File: config.mk
export PLATFORM = sky130hd
export DESIGN_NAME = svf_voice_scheduler
export DESIGN_NICKNAME = d
export VERILOG_FILES = /design/src/rtl/svf_pkg.sv /design/src/rtl/sat_accumulator.sv /design/src/rtl/svf_voice_scheduler.sv
export SDC_FILE = /design/constraint.sdc
export NUM_CORES = 1
export LEC_CHECK = 0
export ABC_AREA = 1
export BUFFER_PORTS_ARGS = -buffer_cell sky130_fd_sc_hd__buf_2
export CORE_UTILIZATION = 55
export DETAILED_ROUTE_END_ITERATION = 10
export GPL_ROUTABILITY_DRIVEN = 0
export HOLD_SLACK_MARGIN = 0.12
export PLACE_DENSITY_LB_ADDON = 0.1
export SLEW_MARGIN = 25
export SYNTH_ARGS = -nofsm -noshare
export SYNTH_HDL_FRONTEND = slang
export SYNTH_SLANG_ARGS = --single-unit
File: constraint.sdc
create_clock -name clk -period 10.4 [get_ports clk]
set_input_delay 2.08 -clock clk [delete_from_list [all_inputs] [get_ports clk]]
set_output_delay 2.08 -clock clk [all_outputs]
set_load 0.005 [all_outputs]
File: src/rtl/svf_pkg.sv
// Shared definitions for the state-variable-filter voice scheduler and related mixers.
// Contents: sample/midi widths, scheduler FSM encoding, 16-bit saturation limits.
package svf_pkg;

  localparam int unsigned MIDI_W   = 7;
  localparam int unsigned SAMPLE_W = 16;

  localparam logic signed [SAMPLE_W-1:0] SAT_MAX = 16'sh7FFF;
  localparam logic signed [SAMPLE_W-1:0] SAT_MIN = 16'sh8000;

  typedef enum logic [2:0] {
    StIdle,
    StLatch,
    StIssue,
    StWait,
    StCapture,
    StDone
  } svf_state_e;

endpackage

File: src/rtl/sat_accumulator.sv
// Wide signed accumulator with a saturated 16-bit view.
// Ports:
//   clk_i   clock (rising edge)
//   rst_i   asynchronous active-high reset, clears the accumulator
//   clr_i   synchronous clear (wins over add_i)
//   add_i   add sign-extended data_i into the accumulator
//   data_i  signed sample to add
//   sat_o   accumulator clamped to [SAT_MIN, SAT_MAX]
module sat_accumulator
  import svf_pkg::*;
#(
  parameter int unsigned AW = SAMPLE_W + 3
) (
  input  logic                       clk_i,
  input  logic                       rst_i,
  input  logic                       clr_i,
  input  logic                       add_i,
  input  logic signed [SAMPLE_W-1:0] data_i,
  output logic signed [SAMPLE_W-1:0] sat_o
);

  localparam logic signed [AW-1:0] AccMax = {{(AW - SAMPLE_W){1'b0}}, SAT_MAX};
  localparam logic signed [AW-1:0] AccMin = {{(AW - SAMPLE_W){1'b1}}, SAT_MIN};

  logic signed [AW-1:0] acc_q, acc_d;

  always_comb begin
    acc_d = acc_q;
    if (clr_i) begin
      acc_d = '0;
    end else if (add_i) begin
      acc_d = acc_q + {{(AW - SAMPLE_W){data_i[SAMPLE_W-1]}}, data_i};
    end
  end

  always_ff @(posedge clk_i or posedge rst_i) begin
    if (rst_i) begin
      acc_q <= '0;
    end else begin
      acc_q <= acc_d;
    end
  end

  always_comb begin
    if (acc_q > AccMax) begin
      sat_o = SAT_MAX;
    end else if (acc_q < AccMin) begin
      sat_o = SAT_MIN;
    end else begin
      sat_o = acc_q[SAMPLE_W-1:0];
    end
  end

endmodule

File: src/rtl/svf_voice_scheduler.sv
// Time-multiplexes one state-variable filter across VOICES voices per sample frame and
// sums the filtered active voices into a saturated 16-bit mix.
// Ports:
//   clk, rst                 clock and asynchronous active-high reset
//   i_sample_tick            frame start pulse
//   i_active/i_voice_midi/i_voice_data  per-voice mask, midi note, signed sample
//   o_flt_ena/voice/midi/data  issue strobe and operands to the filter
//   i_flt_data               filter result, valid FLT_LAT cycles after o_flt_ena
//   o_mix, o_mix_valid       saturated mix and its one-cycle update pulse
//   o_busy                   frame in progress
//   o_overrun                sticky: tick arrived while busy
module svf_voice_scheduler
  import svf_pkg::*;
#(
  parameter int unsigned VOICES  = 8,
  parameter int unsigned FLT_LAT = 3,
  parameter int unsigned VW      = $clog2(VOICES)
) (
  input  logic                         clk,
  input  logic                         rst,
  input  logic                         i_sample_tick,
  input  logic [VOICES-1:0]            i_active,
  input  logic [MIDI_W*VOICES-1:0]     i_voice_midi,
  input  logic [SAMPLE_W*VOICES-1:0]   i_voice_data,
  output logic                         o_flt_ena,
  output logic [VW-1:0]                o_flt_voice,
  output logic [MIDI_W-1:0]            o_flt_midi,
  output logic signed [SAMPLE_W-1:0]   o_flt_data,
  input  logic signed [SAMPLE_W-1:0]   i_flt_data,
  output logic signed [SAMPLE_W-1:0]   o_mix,
  output logic                         o_mix_valid,
  output logic                         o_busy,
  output logic                         o_overrun
);

  localparam logic [VW-1:0] LastIdx = VW'(VOICES - 1);
  localparam logic [7:0]    WaitEnd = 8'(FLT_LAT - 2);

  svf_state_e state_q, state_d;
  logic [VW-1:0] idx_q, idx_d;
  logic [7:0]    wait_q, wait_d;

  logic [VOICES-1:0]          snap_active_q;
  logic [MIDI_W*VOICES-1:0]   snap_midi_q;
  logic [SAMPLE_W*VOICES-1:0] snap_data_q;

  logic [VW-1:0]               flt_voice_q;
  logic [MIDI_W-1:0]           flt_midi_q;
  logic signed [SAMPLE_W-1:0]  flt_data_q;
  logic signed [SAMPLE_W-1:0]  mix_q;
  logic                        mix_valid_q;
  logic                        overrun_q;

  logic                        cur_active;
  logic [MIDI_W-1:0]           cur_midi;
  logic signed [SAMPLE_W-1:0]  cur_data;
  logic                        issue;
  logic                        start;
  logic                        acc_clr, acc_add;
  logic signed [SAMPLE_W-1:0]  sat_mix;

  assign cur_active = snap_active_q[idx_q];
  assign cur_midi   = snap_midi_q[int'(idx_q)*MIDI_W +: MIDI_W];
  assign cur_data   = snap_data_q[int'(idx_q)*SAMPLE_W +: SAMPLE_W];
  assign issue      = (state_q == StIssue) && cur_active;
  // Snapshot is taken on the tick edge so changes during LATCH cannot leak in.
  assign start      = (state_q == StIdle) && i_sample_tick;

  always_comb begin
    state_d = state_q;
    idx_d   = idx_q;
    wait_d  = wait_q;
    acc_clr = 1'b0;
    acc_add = 1'b0;
    unique case (state_q)
      StIdle: begin
        if (i_sample_tick) state_d = StLatch;
      end
      StLatch: begin
        acc_clr = 1'b1;
        idx_d   = '0;
        state_d = (snap_active_q == '0) ? StDone : StIssue;
      end
      StIssue: begin
        if (cur_active) begin
          wait_d  = '0;
          state_d = (FLT_LAT > 1) ? StWait : StCapture;
        end else begin
          idx_d = idx_q + VW'(1);
          if (idx_q == LastIdx) state_d = StDone;
        end
      end
      StWait: begin
        if (wait_q == WaitEnd) begin
          state_d = StCapture;
        end else begin
          wait_d = wait_q + 8'd1;
        end
      end
      StCapture: begin
        acc_add = 1'b1;
        if (idx_q == LastIdx) begin
          state_d = StDone;
        end else begin
          idx_d   = idx_q + VW'(1);
          state_d = StIssue;
        end
      end
      StDone: begin
        state_d = StIdle;
      end
      default: begin
        state_d = StIdle;
      end
    endcase
  end

  always_ff @(posedge clk or posedge rst) begin
    if (rst) begin
      state_q       <= StIdle;
      idx_q         <= '0;
      wait_q        <= '0;
      snap_active_q <= '0;
      snap_midi_q   <= '0;
      snap_data_q   <= '0;
      flt_voice_q   <= '0;
      flt_midi_q    <= '0;
      flt_data_q    <= '0;
      mix_q         <= '0;
      mix_valid_q   <= 1'b0;
      overrun_q     <= 1'b0;
    end else begin
      state_q     <= state_d;
      idx_q       <= idx_d;
      wait_q      <= wait_d;
      mix_valid_q <= (state_q == StDone);
      overrun_q   <= overrun_q | (i_sample_tick && (state_q != StIdle));
      if (start) begin
        snap_active_q <= i_active;
        snap_midi_q   <= i_voice_midi;
        snap_data_q   <= i_voice_data;
      end
      if (issue) begin
        flt_voice_q <= idx_q;
        flt_midi_q  <= cur_midi;
        flt_data_q  <= cur_data;
      end
      if (state_q == StDone) mix_q <= sat_mix;
    end
  end

  sat_accumulator #(
    .AW (SAMPLE_W + VW)
  ) u_acc (
    .clk_i  (clk),
    .rst_i  (rst),
    .clr_i  (acc_clr),
    .add_i  (acc_add),
    .data_i (i_flt_data),
    .sat_o  (sat_mix)
  );

  // Operands are live during the issue cycle and hold their last issued values after.
  assign o_flt_ena   = issue;
  assign o_flt_voice = issue ? idx_q    : flt_voice_q;
  assign o_flt_midi  = issue ? cur_midi : flt_midi_q;
  assign o_flt_data  = issue ? cur_data : flt_data_q;
  assign o_mix       = mix_q;
  assign o_mix_valid = mix_valid_q;
  assign o_busy      = (state_q != StIdle);
  assign o_overrun   = overrun_q;

endmodule

=== Yosys cells after proc, flatten, opt, wreduce, memory -nomap -nowiden ===
Index checks and enable logic that the tools add are counted.

* Register bits: 269
* Input bits: 211
* Output and inout port bits: 46
* Logic and storage cells: 73

* Add/subtract/negate cells: 3
* Multipliers: 1
* Magnitude comparators: 3
* Eq/ne operators: 14
* Shift operators: 2
* Multiplexer cells: 24
* Bitwise gates (word level): 1
* Reduce and logical (&&, ||, !) cells: 12

{| class="wikitable"
|+ Operators by type and width
! operator !! number
|-
| $shiftx 128x8->16 || 1
|-
| $shiftx 56x7->7 || 1
|-
| $mux 16 || 3
|-
| $mux 19 || 2
|-
| $mux 3 || 9
|-
| $add 19x19->19 || 1
|-
| $gt 19x16->1 const B || 1
|-
| $lt 19x16->1 const B || 1
|-
| $mux 8 || 2
|-
| $pmux 8 s2 || 1
|-
| $pmux 3 s5 || 1
|-
| $ne 2x2->1 const B || 6
|-
| $eq 3x3->1 const B || 3
|-
| $pmux 3 s3 || 1
|-
| $reduce_and 3->1 || 3
|-
| $add 8x1->8 const B || 1
|-
| $eq 8x1->1 const B || 1
|-
| $logic_not 8->1 || 1
|-
| $mux 7 || 1
|-
| $eq 3x2->1 const B || 2
|-
| $mul 3x3->6 const B || 1
|-
| $reduce_bool 3->1 || 2
|-
| $lt 3x4->1 const B || 1
|-
| $reduce_bool 2->1 || 2
|-
| 8 further kinds || 12
|}

=== Logic depth before layout (Yosys ltp) ===
* Depth after elaboration: 4
* Mapped depth: 12
* Gate-level depth less buffers: 12

=== Cells and area by module ===
A second synthesis with hierarchy kept.

* Cell total of the unflattened synthesis: 1521
* Area total of the unflattened synthesis: 14048.5 um2

{| class="wikitable"
|+ By module, submodules not included
! module !! times used !! cells an instance !! area each (um2) !! seq. area each (um2)
|-
| svf_voice_scheduler || 1 || 1212 || 12077.8 || 6256.0
|-
| sat_accumulator || 1 || 309 || 1970.6 || 475.5
|}

=== Least setup slack after synthesis ===
Ideal clock, no wire load.

* Kind: in2reg
* Start point: input i_flt_data[0]
* End point: register u_acc.acc_q[14]
* Setup time: 0.117 ns
* Data arrival time: 3.403 ns
* Required time: 10.283 ns
* Path slack: 6.879 ns
* Stages: 11
* Path buffers: 0
* Cells stage by stage: ha_1 > inv_1 > fa_1 > nor2_1 > nor2_1 > o21ai_0 > nand2_1 > nand2_1 > nand2_1 > nand3_1 > nand2_1

* Cells in the longest elaborated chain, start to end: 3

{| class="wikitable"
|+ Ends and longest elaborated chain
! element !! line !! source
|-
| from (decl) || svf_voice_scheduler.sv:29 || <nowiki>input logic signed [SAMPLE_W-1:0] i_flt_data,</nowiki>
|-
| $add 19x19->19 || sat_accumulator.sv:32 || <nowiki>acc_d = acc_q + {{(AW - SAMPLE_W){data_i[SAMPLE_W-1]}}, data_i};</nowiki>
|-
| $mux 19 || sat_accumulator.sv:31 || <nowiki>end else if (add_i) begin</nowiki>
|-
| $mux 19 || sat_accumulator.sv:29 || <nowiki>if (clr_i) begin</nowiki>
|-
| to (signal assigned) || sat_accumulator.sv:38 || <nowiki>acc_q <= '0;</nowiki>
|-
| to (signal assigned) || sat_accumulator.sv:40 || <nowiki>acc_q <= acc_d;</nowiki>
|-
| to (decl) || sat_accumulator.sv:25 || <nowiki>logic signed [AW-1:0] acc_q, acc_d;</nowiki>
|}

Every way passes these cells. The select of a mux whose other input is x is not followed.
A chain may end at the register's enable or synchronous reset.

=== Final worst setup path ===
* Start point: register idx_q[1]
* End point: output o_flt_midi[3]

* Cells in the longest elaborated chain, start to end: 4
* Elaborated cells between the ends (all ways): 6
* Classes of those cells: 1 x mul; 1 x shift; 3 x mux; 1 x reduce/logical

{| class="wikitable"
|+ Ends and longest elaborated chain
! element !! line !! source
|-
| from (decl) || svf_voice_scheduler.sv:40 || <nowiki>logic [VW-1:0] idx_q, idx_d;</nowiki>
|-
| from (signal assigned) || svf_voice_scheduler.sv:134 || <nowiki>idx_q <= idx_d;</nowiki>
|-
| parallel branches: the longest is 3 deep, another holds $mul 3x3->6 || -- ||
|-
| $mux 7 * || -- ||
|-
| to (decl) || svf_voice_scheduler.sv:27 || <nowiki>output logic [MIDI_W-1:0] o_flt_midi,</nowiki>
|}

Every way passes the cells marked *. The select of a mux whose other input is x is not followed.

==> summary.md <==
| Metric | Value |
|---|---|
| Status | `finished, final reports clean` |
| Synth async-reset ratio | `100%` |
| Top-area cell type share of the netlist area | `50.3%` |
| Register area share after synthesis | `50.3%` |
| Critical Path Sink Type | `output port` |
| Initial Utilization | `56.6%` |
| Pin count of the biggest net entering global routing | `158` |
| Pwr per Cell Area | `304 mW/mm2` |
| Vias in the first global route | `10100` |
| Max Fclk | `0.169 GHz` |
| Wire length per cell | `17.0 um` |
| Grt ovf | `0` |
| Final hold viol count | `0` |
| CP arrival | `3820 ps` |
| Startpoint types | `flop` |
| Main synth FF type | `dfrtp_1` |
| TritonCTS clock tree | `built` |
| Clock Sinks | `roughly 270` |
| Max-slew violation count | `0` |
| Post-CTS Setup Inserts | `0` |
| Setup Viol. Count Final | `0` |
| GRT met2 Usage | `42.9%` |
| Final period util | `56.7%` |
| Fin cells | `~2000` |
| Area of the core region | `0.0237 mm2` |
| CTS resizes | `0` |
| H-tree Lvls | `1` |
| GR Layer Usage met3 | `4.08%` |
| Max cap viols | `0` |
| Mapped Nets | `around 1600` |
| GRT Resource Usage Total | `27.1%` |
| Clk slew on worst S/H paths | `60 ps` |
| Placed wire-length estimate | `22.7 mm` |
| Synth warn | `0` |
| RSZ-0062 raised after global routing | `no` |
| Final ANT Viol Nets | `0` |
| GRT busiest layer | `met2` |
| Cells after Synth | `about 1400` |
| Die H | `about 160 um` |
| Area delta synth->final | `17.3%` |
| Io pins | `257` |
| Cts hold-fix bufs | `0` |
| WP data required | `8320 ps` |
| Clk_lat worst skew | `around 560 ps` |
| Mean post-synth cell area | `9.61 um2` |
| Final clock skew | `20.2 ps` |
| Hold Crit Class | `flop to flop` |
| Post-synth top area cell | `dfrtp_1` |
| Post-synthesis cell area | `0.0134 mm2` |
| Die X | `158 um` |
| CTS root buffer | `clkbuf_16` |
| Port Buf Inserts | `about 260` |
| WL final | `33.4 mm` |
| Row count | `56` |
| Area contributors post-synth | `dfrtp_1 (50%), mux2_4 (9.0%), o21ai_0 (5.8%)` |
| Crit Path Category | `flop to output port` |
| Post-route minimum period | `5900 ps` |
| Area occupied by multi-input gates | `roughly 0.0058 mm2` |
| Drt first pass iters | `5` |
| # fillers | `about 2000` |
| DRC | `0` |
| Initial antenna violation count | `4` |
| M1 GR Usage | `38.3%` |
| Synth unique cells | `38` |
| CTS Buffer Depth | `3` |
| Register Area | `0.00674 mm2` |
| Setup TNS | `0 ps` |
| Worst-margin pin slew | `between 1000 and 1500 ps` |
| Static leakage | `~8.0 nW` |
| Share of cells above drive strength 1 | `between 20% and 30%` |
| Via count | `10500` |
| DR vias/cell | `5.38` |
| Max-slew headroom | `around 29%` |
| Die ar. | `0.0250 mm2` |
| Number of synthesized register bits | `between 200 and 300` |
| VDD IR max | `206 uV` |
| Drt first-iter violations | `715` |
| CP max FO | `71` |
| Post-Place Cells | `1901` |
| Cts bufs inserted | `29` |
| Global-route wire length before repair | `52.6 mm` |
| EDFF count, synth | `0` |
| Nets | `1848` |
==> cell usage in the layout (no fill, tap or decap), types with 2 or more instances in the layout <==
cell,count
o21ai_1,8
clkbuf_8,4
o221ai_1,6
buf_2,256
o21ai_0,155
o211ai_1,10
nor3_4,2
mux2_4,80
clkinv_2,9
nand4_1,2
nand3_1,38
nand3_2,2
a21oi_1,119
clkbuf_1,5
nor2_1,170
clkbuf_16,29
inv_1,111
bufinv_16,3
ha_1,22
o22ai_2,10
diode_2,3
mux2_2,55
nand2_1,203
o22ai_1,19
nand3b_1,7
clkinv_4,2
inv_2,7
dfrtp_1,267
buf_4,7
xor2_1,6
nor3_1,4
==> per-layer routing <==
| layer | share of wire (%) | up-vias |
|---|---|---|
| met2 | 46 | 332 |
| met5 | 0.033 | - |
| met1 | 45 | 5044 |
| li1 | - | 5107 |
| met3 | 6.0 | 55 |
| met4 | 2.7 | 2 |
==> final cells by class <==
type,count,area share (%)
clock inverter,16,1.08
tap,319,2.54
inverter,120,2.95
timing repair buffer,265,8.74
clock buffer,38,5.09
multi-input combinational,929,36.7
antenna,3,0.0478
sequential,269,42.9
==> synth_stat cells, types with 15 or more instances <==
cell type,n
mux2_4,80
nand3_1,38
inv_1,112
mux2_2,55
o22ai_1,19
ha_1,22
o21ai_0,155
buf_6,15
a21oi_1,119
clkbuf_1,17
nor2_1,170
buf_2,35
nand2_1,203
dfrtp_1,269
==> critical path, cell delays in order (launching register included) <==
cell      delay (ps)
dfrtp_2          380
buf_4            340
inv_2            500
o211ai_1         180
nand3_1          160
nand3_2          720
inv_2            580
nand3_1          140
nand2_1          100
buf_2            110
==> power by group <==
group | internal, mW | switching, mW
Sequential | 1.55 | 0.270
Clock | 0.616 | 0.426
Combinational | 0.878 | 1.04
==> worst paths after layout <==
path | startpoint | endpoint | slack [ps] | cells after the start
max in group asynchronous | rst | idx_q[0]$_DFFE_PP0P_ | 7340 | 3
min reg2reg | o_overrun$_DFF_PP0_ | o_overrun$_DFF_PP0_ | 460 | 1
max | idx_q[1]$_DFFE_PP0P_ | o_flt_midi[3] | 4500 | 9
max reg2reg | idx_q[0]$_DFFE_PP0P_ | wait_q[1]$_DFFE_PP0P_ | 7160 | 7
min | o_overrun$_DFF_PP0_ | o_overrun$_DFF_PP0_ | 460 | 1
min in group asynchronous | rst | flt_data_q[12]$_DFF_PP0_ | 1660 | 2
==> metrics by stage <==
step / util (%) / hold slack, ps / power [mW] / worst slack (ps) / area, um2
after CTS: 66.2 / 459 / 4.79 / 4230 / 15700
final: 66.3 / 455 / 4.77 / 4500 / 15700
after global placement: 62.1 / 434 / 3.66 / 4940 / 14700
after floorplan: - / 451 / 3.22 / 910 / 13400
after detailed placement: 62.1 / 446 / 3.72 / 4830 / 14700
after global routing: 66.3 / 471 / 5.12 / 4180 / 15700
==> sequential cells by signal, indices dropped and copies added (netlist names) <==
| signal | flops |
|---|---|
| snap_data_q | 128 |
| snap_midi_q | 56 |
| u_acc.acc_q | 19 |
| flt_data_q | 16 |
| o_mix | 16 |
| snap_active_q | 8 |
| wait_q | 8 |
| flt_midi_q | 7 |
| flt_voice_q | 3 |
| idx_q | 3 |
| state_q | 3 |
| o_mix_valid | 1 |
| o_overrun | 1 |
==> cells by family after synthesis <==
group	after synthesis	share of synthesized area, %
compound gates	331	13.5
xor+xnor	7	0.458
fa+ha+maj	23	2.20
buf+inv	195	6.80
flops	269	50.3
mux	135	13.6
simple gates	433	13.1
(Power assumes the default switching activity.)
